$ cat src/rtl/sp_tc_pkg.sv
// Shared types and constants for the sparse tensor-core partial-sum path.
// Used by sp_psum_accumulator, its interface and sp_valid_delay.
package sp_tc_pkg;

  localparam int PSUM_W = 16;
  localparam int LANES  = 4;
  localparam int OUT_W  = LANES * PSUM_W;

  typedef enum logic [1:0] {
    IDLE  = 2'd0,
    ACCUM = 2'd1,
    OUT   = 2'd2
  } psum_state_t;

endpackage

$ cat src/rtl/sp_psum_accumulator_if.sv
// Bundle between the partial-sum accumulator, the threadgroup and the tile consumer.
// Handshakes: a transfer happens on a rising clk edge where valid && ready are both
// high. The producer holds valid and its payload stable until that edge, and never
// waits for ready before raising valid. The consumer may change ready freely.
// step_valid/step_ready carry one accumulation step, out_valid/out_ready one tile.
interface sp_psum_accumulator_if;
  import sp_tc_pkg::*;

  logic                     step_valid;
  logic                     step_ready;
  logic signed [PSUM_W-1:0] result0;
  logic signed [PSUM_W-1:0] result1;
  logic signed [PSUM_W-1:0] result2;
  logic signed [PSUM_W-1:0] result3;
  logic signed [PSUM_W-1:0] partial_sum0;
  logic signed [PSUM_W-1:0] partial_sum1;
  logic signed [PSUM_W-1:0] partial_sum2;
  logic signed [PSUM_W-1:0] partial_sum3;
  logic                     out_valid;
  logic                     out_ready;
  logic [OUT_W-1:0]         out_data;

  // Threadgroup / consumer side.
  modport master (
    output step_valid, result0, result1, result2, result3, out_ready,
    input  step_ready, partial_sum0, partial_sum1, partial_sum2, partial_sum3,
           out_valid, out_data
  );

  // Accumulator side.
  modport slave (
    input  step_valid, result0, result1, result2, result3, out_ready,
    output step_ready, partial_sum0, partial_sum1, partial_sum2, partial_sum3,
           out_valid, out_data
  );

endinterface

$ cat src/rtl/sp_valid_delay.sv
// DEPTH-deep valid shift register. taps shows every in-flight token, strobe
// fires DEPTH cycles after in_valid was sampled. Reusable for aligning any
// threadgroup-side signal with the FEDP pipeline.
module sp_valid_delay #(
  parameter int DEPTH = 1
) (
  input  logic             clk,
  input  logic             rst,
  input  logic             in_valid,
  output logic [DEPTH-1:0] taps,
  output logic             strobe
);

  generate
    if (DEPTH == 1) begin : g_one
      // Single-stage delay.
      always_ff @(posedge clk or posedge rst) begin
        if (rst) taps <= '0;
        else     taps <= in_valid;
      end
    end else begin : g_multi
      // Shift toward the MSB; the MSB is the capture point.
      always_ff @(posedge clk or posedge rst) begin
        if (rst) taps <= '0;
        else     taps <= {taps[DEPTH-2:0], in_valid};
      end
    end
  endgenerate

  assign strobe = taps[DEPTH-1];

endmodule

$ cat src/rtl/sp_psum_accumulator.sv
// Partial-sum accumulator for the sparse threadgroup (4 FEDPs).
// Holds four PSUM_W lanes across K_STEPS steps of one output tile, feeds them to
// the FEDPs as partial_sum0..3, captures result0..3 FEDP_LAT cycles after each
// issued step, and offers the finished tile on out_valid/out_ready.
// Only one step is in flight at a time because each step consumes the previous sum.
// Optional build macro PSUM_BIAS_INIT_EN: adds bias_in, loaded into the lanes on start.
module sp_psum_accumulator
  import sp_tc_pkg::*;
#(
  parameter int K_STEPS  = 8,
  parameter int FEDP_LAT = 1
) (
  input  logic                  clk,
  input  logic                  rst,
  input  logic                  start,
`ifdef PSUM_BIAS_INIT_EN
  input  logic [OUT_W-1:0]      bias_in,
`endif
  output logic                  busy,
  output psum_state_t           dbg_state,
  sp_psum_accumulator_if.slave  bus
);

  localparam int CNT_W = $clog2(K_STEPS + 1);

  psum_state_t                   state;
  psum_state_t                   state_nxt;
  logic [LANES-1:0][PSUM_W-1:0]  acc;
  logic [CNT_W-1:0]              step_cnt;
  logic [FEDP_LAT-1:0]           inflight;
  logic                          capture;
  logic                          capture_en;
  logic                          issue;
  logic                          tile_start;
  logic                          step_ready_c;
  logic                          out_valid_c;
  logic                          last_step;

  // Tracks issued steps until their FEDP result is due.
  sp_valid_delay #(.DEPTH(FEDP_LAT)) u_valid_delay (
    .clk      (clk),
    .rst      (rst),
    .in_valid (issue),
    .taps     (inflight),
    .strobe   (capture)
  );

  assign last_step = (step_cnt == CNT_W'(K_STEPS - 1));

  // State register.
  always_ff @(posedge clk or posedge rst) begin
    if (rst) state <= IDLE;
    else     state <= state_nxt;
  end

  // Next state and handshake outputs; a step is only accepted with nothing in flight.
  always_comb begin
    state_nxt    = state;
    step_ready_c = 1'b0;
    out_valid_c  = 1'b0;
    busy         = 1'b0;
    issue        = 1'b0;
    tile_start   = 1'b0;
    capture_en   = 1'b0;
    case (state)
      IDLE: begin
        if (start) begin
          tile_start = 1'b1;
          state_nxt  = ACCUM;
        end
      end
      ACCUM: begin
        busy         = 1'b1;
        step_ready_c = (inflight == '0);
        issue        = step_ready_c && bus.step_valid;
        capture_en   = capture;
        if (capture && last_step) state_nxt = OUT;
      end
      OUT: begin
        busy        = 1'b1;
        out_valid_c = 1'b1;
        if (bus.out_ready) state_nxt = IDLE;
      end
      default: state_nxt = IDLE;
    endcase
  end

  // Lane registers and step counter; the FEDP already added partial_sum, so capture is a plain load.
  always_ff @(posedge clk or posedge rst) begin
    if (rst) begin
      acc      <= '0;
      step_cnt <= '0;
    end else if (tile_start) begin
`ifdef PSUM_BIAS_INIT_EN
      acc      <= bias_in;
`else
      acc      <= '0;
`endif
      step_cnt <= '0;
    end else if (capture_en) begin
      acc[0]   <= bus.result0;
      acc[1]   <= bus.result1;
      acc[2]   <= bus.result2;
      acc[3]   <= bus.result3;
      step_cnt <= step_cnt + CNT_W'(1);
    end
  end

  assign bus.step_ready   = step_ready_c;
  assign bus.out_valid    = out_valid_c;
  assign bus.out_data     = acc;
  assign bus.partial_sum0 = acc[0];
  assign bus.partial_sum1 = acc[1];
  assign bus.partial_sum2 = acc[2];
  assign bus.partial_sum3 = acc[3];
  assign dbg_state        = state;

endmodule

$ cat src/flat_wrapper.sv
// flat-port wrapper written by rule: the top's interface ports become plain ports
module sp_psum_accumulator_flat import sp_tc_pkg::*;
#(
  parameter int K_STEPS  = 8,
  parameter int FEDP_LAT = 1
)
  (clk, rst, start, busy, dbg_state, bus_step_valid, bus_result0, bus_result1, bus_result2, bus_result3, bus_out_ready, bus_step_ready, bus_partial_sum0, bus_partial_sum1, bus_partial_sum2, bus_partial_sum3, bus_out_valid, bus_out_data);
  sp_psum_accumulator_if bus_i ();
  input  logic clk;
  input  logic rst;
  input  logic start;
  output logic busy;
  output psum_state_t dbg_state;
  input wire logic [$bits(bus_i.step_valid)-1:0] bus_step_valid;
  input wire logic [$bits(bus_i.result0)-1:0] bus_result0;
  input wire logic [$bits(bus_i.result1)-1:0] bus_result1;
  input wire logic [$bits(bus_i.result2)-1:0] bus_result2;
  input wire logic [$bits(bus_i.result3)-1:0] bus_result3;
  input wire logic [$bits(bus_i.out_ready)-1:0] bus_out_ready;
  output wire logic [$bits(bus_i.step_ready)-1:0] bus_step_ready;
  output wire logic [$bits(bus_i.partial_sum0)-1:0] bus_partial_sum0;
  output wire logic [$bits(bus_i.partial_sum1)-1:0] bus_partial_sum1;
  output wire logic [$bits(bus_i.partial_sum2)-1:0] bus_partial_sum2;
  output wire logic [$bits(bus_i.partial_sum3)-1:0] bus_partial_sum3;
  output wire logic [$bits(bus_i.out_valid)-1:0] bus_out_valid;
  output wire logic [$bits(bus_i.out_data)-1:0] bus_out_data;
  assign bus_i.step_valid = bus_step_valid;
  assign bus_i.result0 = bus_result0;
  assign bus_i.result1 = bus_result1;
  assign bus_i.result2 = bus_result2;
  assign bus_i.result3 = bus_result3;
  assign bus_i.out_ready = bus_out_ready;
  assign bus_step_ready = bus_i.step_ready;
  assign bus_partial_sum0 = bus_i.partial_sum0;
  assign bus_partial_sum1 = bus_i.partial_sum1;
  assign bus_partial_sum2 = bus_i.partial_sum2;
  assign bus_partial_sum3 = bus_i.partial_sum3;
  assign bus_out_valid = bus_i.out_valid;
  assign bus_out_data = bus_i.out_data;
  sp_psum_accumulator #(.K_STEPS(K_STEPS), .FEDP_LAT(FEDP_LAT)) u_core (.clk(clk), .rst(rst), .start(start), .busy(busy), .dbg_state(dbg_state), .bus(bus_i));
endmodule
$ cat config.mk
export PLATFORM = sky130hd
export DESIGN_NAME = sp_psum_accumulator_flat
export DESIGN_NICKNAME = d
export VERILOG_FILES = /design/src/rtl/sp_tc_pkg.sv /design/src/rtl/sp_psum_accumulator_if.sv /design/src/rtl/sp_valid_delay.sv /design/src/rtl/sp_psum_accumulator.sv /design/src/flat_wrapper.sv
export SDC_FILE = /design/constraint.sdc
export NUM_CORES = 1
export LEC_CHECK = 0
export BUFFER_PORTS_ARGS = -buffer_cell sky130_fd_sc_hd__buf_2
export CAP_MARGIN = 20
export CORE_ASPECT_RATIO = 0.5
export CORE_MARGIN = 3
export CORE_UTILIZATION = 47
export CTS_BUF_LIST = sky130_fd_sc_hd__clkbuf_4
export CTS_CLUSTER_DIAMETER = 50
export CTS_CLUSTER_SIZE = 20
export DETAILED_ROUTE_END_ITERATION = 12
export PLACE_DENSITY = 0.95
export SLEW_MARGIN = 20
export SYNTH_ARGS = -nofsm -noshare
export SYNTH_HDL_FRONTEND = slang
export SYNTH_SLANG_ARGS = --single-unit
$ cat constraint.sdc
create_clock -name clk -period 6 [get_ports clk]
set_clock_uncertainty 0.1 [all_clocks]
set_input_delay 1.8 -clock clk [delete_from_list [all_inputs] [get_ports clk]]
set_output_delay 1.8 -clock clk [all_outputs]
set_load 0.1 [all_outputs]
==> impl_metrics.json, run 1 <==
{
  "postSynthAreaPerCell_sq_um": 13.0,
  "worstSetupPathType": "reg2out",
  "fp.dieH_um": 63.9,
  "regArea_sq_um": 1780,
  "syn_nets": 317,
  "fill_cells": 547,
  "use_met1_pct": 24.2,
  "drt_iter0_markers": 192,
  "hold_violations": 0,
  "cts_tree": "done",
  "status": "finished clean",
  "met3_usage_pct": 3.89,
  "setup_viol": 0,
  "coreArea_sq_um": 6280,
  "routabilityCongestion": 0.803,
  "synth_area_sq_um": 3150,
  "final_cell_mix": "buf_2, dfrtp_1, a22o_1, clkbuf_4, ha_1",
  "numClockSinks": 71,
  "worstPathArrival_ns": 1.83,
  "synthCells": 243,
  "slew_viol_final": 0,
  "cts_resized": 0,
  "io-pin-count": 202,
  "wire_per_inst_um": 16.1,
  "drc": 0,
  "rsz0062_at_grt": "no",
  "setup_tns_ns": 0,
  "cts_buffers": 9,
  "final_nets": 455,
  "finalCritPeriodShare_pct": 62.1,
  "drive_above_1_share_pct": 57.8,
  "drv_cap": 0,
  "antenna_found_initial": 0,
  "first_pass_iters": 4,
  "cp_num_buf_inv": 2,
  "antenna_cells": 0,
  "crit_path_end_kind": "primary output",
  "grt_use_total_pct": 18.6,
  "relSlewSlack_pct": 55.9,
  "grt-busiest-layer": "met2",
  "rows": 20,
  "cp_max_fo": 6,
  "hp-class": "reg2reg",
  "slowest_delay_ns": 0.45,
  "ff2ff_path_depth": 6,
  "grt_max_degree": 66,
  "htree_levels": 3,
  "vias": 2375,
  "cts_root_buffer": "clkbuf_4",
  "worstSkewPairLatency_ns": 0.37,
  "crit_slowest_cell": "buf_2",
  "postCtsHoldBufs": 0,
  "max_freq_mhz": 268,
  "dp_hpwl_mm": 5.64,
  "wirelength_mm": 7.58,
  "final_common_cell": "buf_2",
  "avgViaCountPerCell": 5.03,
  "path_clk_slew_ns": 0.11,
  "io_buffers": 201,
  "ys_seq_area_share_pct": 56.3,
  "initial_core_util_pct": 50.2,
  "start_kind": "flip-flop",
  "cp_num_cells": 4,
  "drtAntennaViolNets": 0,
  "worstMarginPinSlew_ns": 0.662,
  "critPathTopFamily": "buffers and inverters",
  "multi_input_area_sq_um": 788,
  "grt_pass1_vias": 2265,
  "finalCriticalPeriod_ns": 3.73,
  "yosys_register_bits": 71,
  "holdPathStages": 1,
  "grt-ovfl-total": 0,
  "use_met2_pct": 31.9,
  "grt_pass1_wl_mm": 11.6,
  "die-area_sq_um": 7790,
  "cts_setup_buffers": 0,
  "cp.required_ns": 4.10,
  "clk_path_buf_depth": 2,
  "area_delta_synth_final_pct": 21.1,
  "cp_cell_sequence": "inv_1 -> ha_1 -> nor2b_1 -> buf_2",
  "die_x_um": 122,
  "synth_cell_type_count": 24,
  "ys.warnings.count": 0
}
-- cell families after synthesis --
kind of cell               count (synthesis)  synth area share, %
AOI/OAI and AO/OA                         73                 20.0
DFF                                       71                 56.3
adders and majority gates                  5                 1.98
xor gates and xnor gates                   2                0.555
muxes                                      1                0.357
and+or+nand+nor                           10                 1.86
buffers and inverters                     81                 18.9
-- per-stage QoR --
stage | setup slack, ns | hold slack, ns | cell area, sq um | std cells | utilization, %
6_report | 2.27 | 0.436 | 3820 | 472 | 60.8
5_1_grt | 2.15 | 0.449 | 3820 | 472 | 60.8
4_1_cts | 2.24 | 0.438 | 3810 | 471 | 60.7
3_5_place_dp | 2.19 | 0.412 | 3710 | 457 | 59.1
3_3_place_gp | 2.28 | 0.402 | 3710 | 457 | 59.1
2_1_floorplan | 1.39 | 0.401 | 3150 | 243 | -
-- cells in the mapped netlist --
cell type / instances / area, sq um
dfrtp_1: 71 / 1780
buf_4: 66 / 495
a22o_1: 65 / 569
buf_2: 6 / 30.0
buf_6: 5 / 56.3
ha_1: 5 / 62.6
inv_1: 3 / 11.3
nor2b_1: 3 / 18.8
a21oi_1: 2 / 10.0
nand3_1: 2 / 10.0
xor2_1: 2 / 17.5
a211oi_1: 1 / 7.51
a21oi_2: 1 / 8.76
a22oi_1: 1 / 7.51
a22oi_2: 1 / 12.5
and2_1: 1 / 6.26
clkbuf_1: 1 / 3.75
mux2_1: 1 / 11.3
nand2_1: 1 / 3.75
nand4b_1: 1 / 8.76
nor3_1: 1 / 5.00
o21ai_0: 1 / 5.00
o32a_1: 1 / 10.0
or3_1: 1 / 6.26
-- state kept, by name, indices dropped and copies added, names as in the netlist --
signal                       flops
u_core.bus.partial_sum0         16
u_core.bus.partial_sum3         16
u_core.u_valid_delay.strobe      1
u_core.bus.partial_sum1         16
u_core.bus.partial_sum2         16
u_core.step_cnt                  4
u_core.dbg_state                 2
-- per-layer routing --
layer | vias to the layer above | wire [um]
met4 | 0 | 59
met1 | 1209 | 3070
met2 | 74 | 4100
met3 | 6 | 348
met5 | - | 0
li1 | 1086 | -
-- worst paths after layout --
check                                           startpoint                     endpoint  slack (ns)
worst min-delay path            u_core.bus.partial_sum3[9]   u_core.bus.partial_sum3[9]        0.44
min in group asynchronous                              rst  u_core.bus.partial_sum1[13]        1.36
max in group asynchronous                              rst  u_core.bus.partial_sum2[11]        3.46
worst max register to register         u_core.dbg_state[1]  u_core.bus.partial_sum3[11]        3.91
worst max-delay path                   u_core.dbg_state[1]               bus_step_ready        2.27
worst min register to register  u_core.bus.partial_sum3[9]   u_core.bus.partial_sum3[9]        0.44
-- area by class of cell --
class	count	share of cell area, %
Clock buffer	9	1.77
Clock inverter	5	0.720
Inverter	3	0.295
Multi-Input combinational cell	91	20.6
Sequential cell	71	46.5
Tap cell	88	2.88
Timing Repair Buffer	205	27.2
Power of run 1 is not shown: default switching activity piles up to over one toggle a cycle in this logic, so the estimate is an artifact.
==> run 2: changes to the inputs <==
--- a/config.mk
+++ b/config.mk
@@ -9,12 +9,12 @@
 export CAP_MARGIN = 20
 export CORE_ASPECT_RATIO = 0.5
 export CORE_MARGIN = 3
-export CORE_UTILIZATION = 47
+export CORE_UTILIZATION = 40
 export CTS_BUF_LIST = sky130_fd_sc_hd__clkbuf_4
 export CTS_CLUSTER_DIAMETER = 50
 export CTS_CLUSTER_SIZE = 20
 export DETAILED_ROUTE_END_ITERATION = 12
-export PLACE_DENSITY = 0.95
+export PLACE_DENSITY = 0.87
 export SLEW_MARGIN = 20
 export SYNTH_ARGS = -nofsm -noshare
 export SYNTH_HDL_FRONTEND = slang
==> constraint.sdc (replaced) <==
create_clock -name clk -period 3.31 [get_ports clk]
set_clock_uncertainty 0.1 [all_clocks]
set_input_delay 0.993 -clock clk [delete_from_list [all_inputs] [get_ports clk]]
set_output_delay 0.993 -clock clk [all_outputs]
set_load 0.1 [all_outputs]
==> run 2 against run 1 <==
Non-clock buffer count up 1. Flip-flop and latch count stayed put. Final cell count grew 4.9%. Critical path depth is the same. Global-route usage decreased by 3.2 points. Setup slack worse by 1.9 ns. Largest cell class unchanged.
==> impl_metrics.json, run 2 (synthesis gave the netlist of run 1 again) <==
{
  "routed-wl-met3_um": 279,
  "worstSetupPathType": "reg2out",
  "crit_path_end_kind": "primary output",
  "wirelength_mm": 7.60,
  "worstSkewPairLatency_ns": 0.40,
  "drv_cap": 0,
  "io-pin-count": 202,
  "finalCritPeriodShare_pct": 89.4,
  "hp-class": "reg2reg",
  "rows": 22,
  "initial_core_util_pct": 42.1,
  "wire_per_inst_um": 15.3,
  "grt_pass1_vias": 2122,
  "setup_viol": 0,
  "clk_path_buf_depth": 2,
  "avgViaCountPerCell": 4.66,
  "dr_wl_met2_mm": 3.99,
  "grt_use_total_pct": 15.4,
  "fp.dieH_um": 68.8,
  "numClockSinks": 71,
  "final_cell_mix": "buf_2, dfrtp_1, a22o_1, clkbuf_4, ha_1",
  "cp_max_fo": 6,
  "postCtsHoldBufs": 0,
  "grt_pass1_wl_mm": 11.0,
  "max_freq_mhz": 338,
  "grt_max_degree": 43,
  "start_kind": "flip-flop",
  "final_nets": 456,
  "dp_hpwl_mm": 5.71,
  "drive_above_1_share_pct": 57.6,
  "cp.required_ns": 2.22,
  "cts_resized": 0,
  "antenna_cells": 0,
  "final_common_cell": "buf_2",
  "routed.top_layer": "met4",
  "worstMarginPinSlew_ns": 0.627,
  "cts_buffers": 9,
  "io_buffers": 201,
  "cts_setup_buffers": 0,
  "worstPathArrival_ns": 1.86,
  "m1WireLength_mm": 3.27,
  "die-area_sq_um": 9050,
  "drt_iter0_markers": 131,
  "relSlewSlack_pct": 58.1,
  "htree_levels": 3,
  "finalCriticalPeriod_ns": 2.96,
  "coreArea_sq_um": 7490,
  "first_pass_iters": 4,
  "drtAntennaViolNets": 0,
  "drc": 0,
  "antenna_found_initial": 0,
  "vias": 2308,
  "area_delta_synth_final_pct": 23.7,
  "status": "finished clean",
  "setup_tns_ns": 0,
  "cts_root_buffer": "clkbuf_4",
  "grt-ovfl-total": 0,
  "die_x_um": 132,
  "cts_tree": "done",
  "routabilityCongestion": 0.706,
  "hold_violations": 0,
  "slew_viol_final": 0,
  "rsz0062_at_grt": "no",
  "path_clk_slew_ns": 0.12
}
run 2: final cells by class:
| cell class | instances | area, sq um |
|---|---|---|
| Sequential cell | 71 | 1780 |
| Fill cell | 679 | 3590 |
| Inverter | 3 | 11.3 |
| Clock inverter | 7 | 63.8 |
| Timing Repair Buffer | 206 | 1060 |
| Tap cell | 108 | 135 |
| Multi-Input combinational cell | 91 | 791 |
| Clock buffer | 9 | 67.6 |
run 2: critical path, cell delays in order (launching register included):
cell and delay [ns]:
dfrtp_1 0.44, inv_1 0.12, ha_1 0.28, nor2b_2 0.19, buf_2 0.44
run 2: final timing paths:
| path | slack, ns | depth (start not counted) | endpoint | startpoint |
|---|---|---|---|---|
| max | 0.35 | 4 | bus_step_ready | u_core.dbg_state[1] |
| min | 0.43 | 1 | u_core.bus.partial_sum0[5] | u_core.bus.partial_sum0[5] |
| max reg2reg | 1.35 | 6 | u_core.step_cnt[3] | u_core.dbg_state[1] |
| min reg2reg | 0.43 | 1 | u_core.bus.partial_sum0[5] | u_core.bus.partial_sum0[5] |
| max in group asynchronous | 1.89 | 3 | u_core.bus.partial_sum2[6] | rst |
| min in group asynchronous | 0.56 | 2 | u_core.bus.partial_sum1[4] | rst |
run 2: layer usage:
metal	vias up	global-route usage, %
met2	53	26.2
li1	1093	-
met4	0	6.68
met1	1158	19.3
met5	-	0
met3	4	3.91
run 2: metrics by stage:
stage          worst slack (ns)  utilization [%]  hold slack, ns  instance area [sq um]  instances
2_1_floorplan            0.0343                -           0.401                   3160        243
3_3_place_gp              0.841             50.4           0.408                   3770        479
3_5_place_dp              0.787             50.4           0.408                   3770        479
4_1_cts                   0.295             52.1           0.438                   3900        495
5_1_grt                   0.181             52.1           0.454                   3900        495
6_report                  0.352             52.1           0.434                   3900        495
Power of run 2 is left out for the same reason.
